<file path="src/rtl/hex_fmt_pkg.sv">
// Shared state encoding and ASCII constants for the hex line formatter.
// The PREFIX states are only decoded when HEXFMT_PREFIX_EN is defined.
package hex_fmt_pkg;

    typedef enum logic [2:0] {
        ST_IDLE    = 3'd0,
        ST_PREFIX0 = 3'd1,
        ST_PREFIX1 = 3'd2,
        ST_DIGIT   = 3'd3,
        ST_CR      = 3'd4,
        ST_LF      = 3'd5
    } fmt_state_e;

    localparam logic [7:0] CHAR_CR = 8'h0D;
    localparam logic [7:0] CHAR_LF = 8'h0A;
    localparam logic [7:0] CHAR_0  = 8'h30;
    localparam logic [7:0] CHAR_X  = 8'h78;
    localparam logic [7:0] CHAR_A  = 8'h41;

endpackage

</file>
<file path="src/rtl/nibble_to_ascii.sv">
// Maps one nibble to its uppercase ASCII hex digit.
module nibble_to_ascii
    import hex_fmt_pkg::*;
(
    input  logic [3:0] i_nibble,
    output logic [7:0] o_ascii
);

    always_comb begin
        if (i_nibble < 4'd10) begin
            o_ascii = CHAR_0 + {4'h0, i_nibble};
        end else begin
            o_ascii = CHAR_A + {4'h0, i_nibble} - 8'd10;
        end
    end

endmodule

</file>
<file path="src/rtl/hex_line_formatter.sv">
// Prints one accepted word as uppercase hex followed by CR LF into a TX FIFO.
// Define HEXFMT_PREFIX_EN to start every line with "0x".
module hex_line_formatter
    import hex_fmt_pkg::*;
#(
    parameter int DATA_WIDTH = 32
) (
    input  logic                  clk,
    input  logic                  rst,
    input  logic                  i_valid,
    input  logic [DATA_WIDTH-1:0] i_data,
    output logic                  o_ready,
    output logic                  o_busy,
    input  logic                  fifo_full,
    output logic                  fifo_wr,
    output logic [7:0]            fifo_din
);

    localparam int NIBBLES = DATA_WIDTH / 4;
    localparam int CNT_W   = (NIBBLES > 1) ? $clog2(NIBBLES) : 1;
    localparam logic [CNT_W-1:0] CNT_LOAD = CNT_W'(NIBBLES - 1);

    fmt_state_e            r_state;
    fmt_state_e            w_next;
    logic [CNT_W-1:0]      r_count;
    logic [DATA_WIDTH-1:0] r_data;
    logic                  w_accept;
    logic [3:0]            w_nibble;
    logic [7:0]            w_digit;

    assign w_accept = i_valid & (r_state == ST_IDLE);
    assign fifo_wr  = (r_state != ST_IDLE) & ~fifo_full & ~rst;
    assign w_nibble = 4'(r_data >> {r_count, 2'b00});

    nibble_to_ascii u_nibble_to_ascii (
        .i_nibble (w_nibble),
        .o_ascii  (w_digit)
    );

    // Everything holds while the FIFO is full; the counter only moves on digit writes.
    always_ff @(posedge clk) begin
        if (rst) begin
            r_state <= ST_IDLE;
            r_count <= '0;
            r_data  <= '0;
        end else begin
            r_state <= w_next;
            if (w_accept) begin
                r_data  <= i_data;
                r_count <= CNT_LOAD;
            end else if (fifo_wr && (r_state == ST_DIGIT) && (r_count != '0)) begin
                r_count <= r_count - 1'b1;
            end
        end
    end

    always_comb begin
        w_next = r_state;
        case (r_state)
            ST_IDLE: begin
`ifdef HEXFMT_PREFIX_EN
                if (i_valid) w_next = ST_PREFIX0;
`else
                if (i_valid) w_next = ST_DIGIT;
`endif
            end
`ifdef HEXFMT_PREFIX_EN
            ST_PREFIX0: if (fifo_wr) w_next = ST_PREFIX1;
            ST_PREFIX1: if (fifo_wr) w_next = ST_DIGIT;
`endif
            ST_DIGIT:   if (fifo_wr && (r_count == '0)) w_next = ST_CR;
            ST_CR:      if (fifo_wr) w_next = ST_LF;
            ST_LF:      if (fifo_wr) w_next = ST_IDLE;
            default:    w_next = ST_IDLE;
        endcase
    end

    always_comb begin
        o_ready  = (r_state == ST_IDLE);
        o_busy   = (r_state != ST_IDLE);
        fifo_din = 8'h00;
        case (r_state)
`ifdef HEXFMT_PREFIX_EN
            ST_PREFIX0: fifo_din = CHAR_0;
            ST_PREFIX1: fifo_din = CHAR_X;
`endif
            ST_DIGIT:   fifo_din = w_digit;
            ST_CR:      fifo_din = CHAR_CR;
            ST_LF:      fifo_din = CHAR_LF;
            default:    fifo_din = 8'h00;
        endcase
    end

endmodule
</file>
<file path="config.mk">
export PLATFORM = sky130hd
export DESIGN_NAME = hex_line_formatter
export DESIGN_NICKNAME = d
export VERILOG_FILES = /design/src/rtl/hex_fmt_pkg.sv /design/src/rtl/nibble_to_ascii.sv /design/src/rtl/hex_line_formatter.sv
export SDC_FILE = /design/constraint.sdc
export NUM_CORES = 1
export LEC_CHECK = 0
export ABC_CLOCK_PERIOD_IN_PS = 3000
export BUFFER_PORTS_ARGS = -buffer_cell sky130_fd_sc_hd__buf_2
export CORE_MARGIN = 1.5
export CORE_UTILIZATION = 52
export CTS_CLUSTER_SIZE = 16
export DETAILED_ROUTE_END_ITERATION = 8
export PLACE_DENSITY = 0.84
export SKIP_LAST_GASP = 1
export SYNTH_ARGS = -nofsm -noshare
export SYNTH_HDL_FRONTEND = slang
export SYNTH_SLANG_ARGS = --single-unit
</file>
<file path="constraint.sdc">
create_clock -name clk -period 3 [get_ports clk]
set_input_delay 0.6 -clock clk [delete_from_list [all_inputs] [get_ports clk]]
set_output_delay 0.6 -clock clk [all_outputs]
set_load 0.02 [all_outputs]
</file>
==> impl_metrics.toml <==
[logic_synthesis]
synth_cells = 218
synth.top_cell.area_share_pct = 41.1
syn_avg_cell_area_sq_um = 8.48
synth_adder_area_share_pct = 2.03
yosysSeqAreaShare_pct = 41.1
syn_nets = 257
synth_top_family_by_area = "simple AND/OR/NAND/NOR gates"
synth_commonest_cells = "nand2_1, a21oi_1, dfxtp_1"
synth-compound-area-share_pct = 15.6
synth_xor_area_share_pct = 1.42
yosysUniqueCellTypes = 34
synthFlopType = "dfxtp_1"
synth_simple_gate_area_share_pct = 18.7
yosysMostFrequentCell = "nand2_1"
syn-cell-area_sq_um = 1850
ys_seq_elements = 38
synth_area_leaders = "dfxtp_1, nand2_1, a21oi_1, mux4_2, mux4_1"
synth_area_leader_cell = "dfxtp_1"
synth-warning-count = 0
synthMuxAreaShare_pct = 15.0
synthArstFlopShare_pct = 0
synth_edf_count = 0

[placement]
pre_cts_ws_ns = 0.361
gp_congestion = 0.842
port-buffer-count = 45
placed_area_sq_um = 2080
dp.cells = 299
dp_hpwl_um = 2780

[die]
die_area_sq_um = 3920
coreArea_sq_um = 3360
pin_count = 47
fp-row-count = 21
die_h_um = 62.6
initial_utilization_pct = 55.0
die_x_um = 62.6

[setup_path]
cp-start-kind = "flop"
crit_chain = "mux4_1 -> mux2i_2 -> ha_1 -> a21oi_1 -> nand2_1 -> o21ai_0 -> buf_2"
cp.required_ns = 2.40
crit_path_end_kind = "primary output"
critPathArrivalTime_ns = 2.24
cpMaxStageDelayCell = "mux4_1"
critPathMaxStageDelay_ns = 0.58
worst-path-max-fanout = 5
critical_path_class = "flop to primary output"

[clock_network]
cts_sinks = 38
clock_latency_ns = 0.33
cts_hold_buf = 0
clk_root_buffer_cell = "clkbuf_4"
cts_setup_buffers = 0
cts_buffers = 5
path_clk_slew_ns = 0.10
cts_tree = "done"
cts_resized = 1
cts_max_level = 2
clock_path_buffers = 2

[pwr]
power_leakage_nw = 0.890
vdd_drop_max_uv = 358
p_total_mw = 1.06
p_per_area_nw_per_um2 = 493

[sta]
setup_ws_ns = 0.156
timing.setup.tns_ns = 0
whs_ns = 0.456
drv_slew = 0
post-route-period-util_pct = 94.8
final.setup_skew_ns = 0.00390
timing_hold_violations_final = 0
fmax_mhz = 352
tightest_slew_ns = 0.814
setup_violations = 0
relSlewSlack_pct = 45.7
rsz0062_at_grt = "yes"
fin_crit_ns = 2.84

[detailed_routing]
wl_per_cell_um = 12.3
remaining_drc_errors = 0
wl_um = 3770
drt_first_pass_iters = 4
vias_per_cell = 5.30
drt_iter0_drc = 104
ant_nets = 0
vias = 1628

[global_routing]
grt_pass1_wl_um = 6310
grt_pass1_vias = 1452
grt.overflow.total = 0
grtUsageTotal_pct = 20.4
grt_max_degree = 36
antenna_found_initial = 0

[layout]
stdcell_count = 307
layout.cell_area.non_filler_sq_um = 2150
n_fill_cell = 318
synthToLayoutAreaGrowth_pct = 16.4
antenna_cells = 0
post-route-util_pct = 64.0
nets = 299
layout-drive-gt1-share_pct = 27.6

[worst_hold_path]
hold_path.class = "flop to flop"

[run]
cap_violations = 0

[run_status]
status = "completed"
[final cells by class]
| type | count | area (sq um) | area share [%] |
|---|---|---|---|
| Clock buffer | 7 | 55.1 | 2.56 |
| Clock inverter | 1 | 5.00 | 0.232 |
| Inverter | 6 | 22.5 | 1.05 |
| Multi-Input combinational cell | 159 | 985 | 45.7 |
| Sequential cell | 38 | 766 | 35.6 |
| Tap cell | 46 | 57.6 | 2.67 |
| Timing Repair Buffer | 50 | 263 | 12.2 |
[state kept, by name, summed over array words and instances (netlist names)]
name,flops
r_data,32
r_state,3
r_count,3
[where the power goes]
group / switching [mW] / total (mW) / leakage (nW) / internal (mW)
logic: 0.123 / 0.226 / 0.542 / 0.103
registers: 0.0300 / 0.571 / 0.313 / 0.541
clock network: 0.151 / 0.265 / 0.0353 / 0.114
[worst max-delay path, delay by kind of cell, from the launching register on]
kind | cells | cell delay (ns)
multiplexers | 2 | 0.79
flip-flops | 1 | 0.40
adder cells (fa/ha/maj) | 1 | 0.26
AO/OA/AOI/OAI | 2 | 0.20
buffers and inverters | 1 | 0.20
AND/OR/NAND/NOR | 1 | 0.06
[cells by family after synthesis]
logic type | after synthesis
other | 1
flip-flops | 38
multiplexers | 14
XOR/XNOR | 3
AO/OA/AOI/OAI | 52
AND/OR/NAND/NOR | 86
buffers and inverters | 21
adder cells (fa/ha/maj) | 3
[path summary, 6_finish.rpt]
check,depth (start not counted),end,from,slack (ns)
worst max-delay path,7,fifo_din[1],r_count[0]$_SDFFE_PP0P_,0.16
worst min-delay path,2,r_data[0]$_SDFFE_PP0P_,r_data[0]$_SDFFE_PP0P_,0.46
worst max register to register,5,r_data[23]$_SDFFE_PP0P_,r_state[2]$_SDFFE_PP0P_,0.94
worst min register to register,2,r_data[0]$_SDFFE_PP0P_,r_data[0]$_SDFFE_PP0P_,0.46
[per-layer routing]
layer | wire length [um] | global-route usage, %
met2 | 1890 | 33.2
met1 | 1700 | 26.1
met3 | 158 | 5.23
met4 | 26 | 7.50
met5 | 0 | 0
[placed cells by master, fill, tap and decap left out, types with 3 or more instances in the layout]
cell type	instances
nand2_1	67
buf_2	45
a21oi_1	38
dfxtp_1	36
nor2_1	9
inv_1	6
mux4_2	6
clkbuf_4	5
buf_4	5
o21ai_0	4
o22ai_1	3
ha_1	3
No activity file was read; power rests on OpenSTA's default activity.
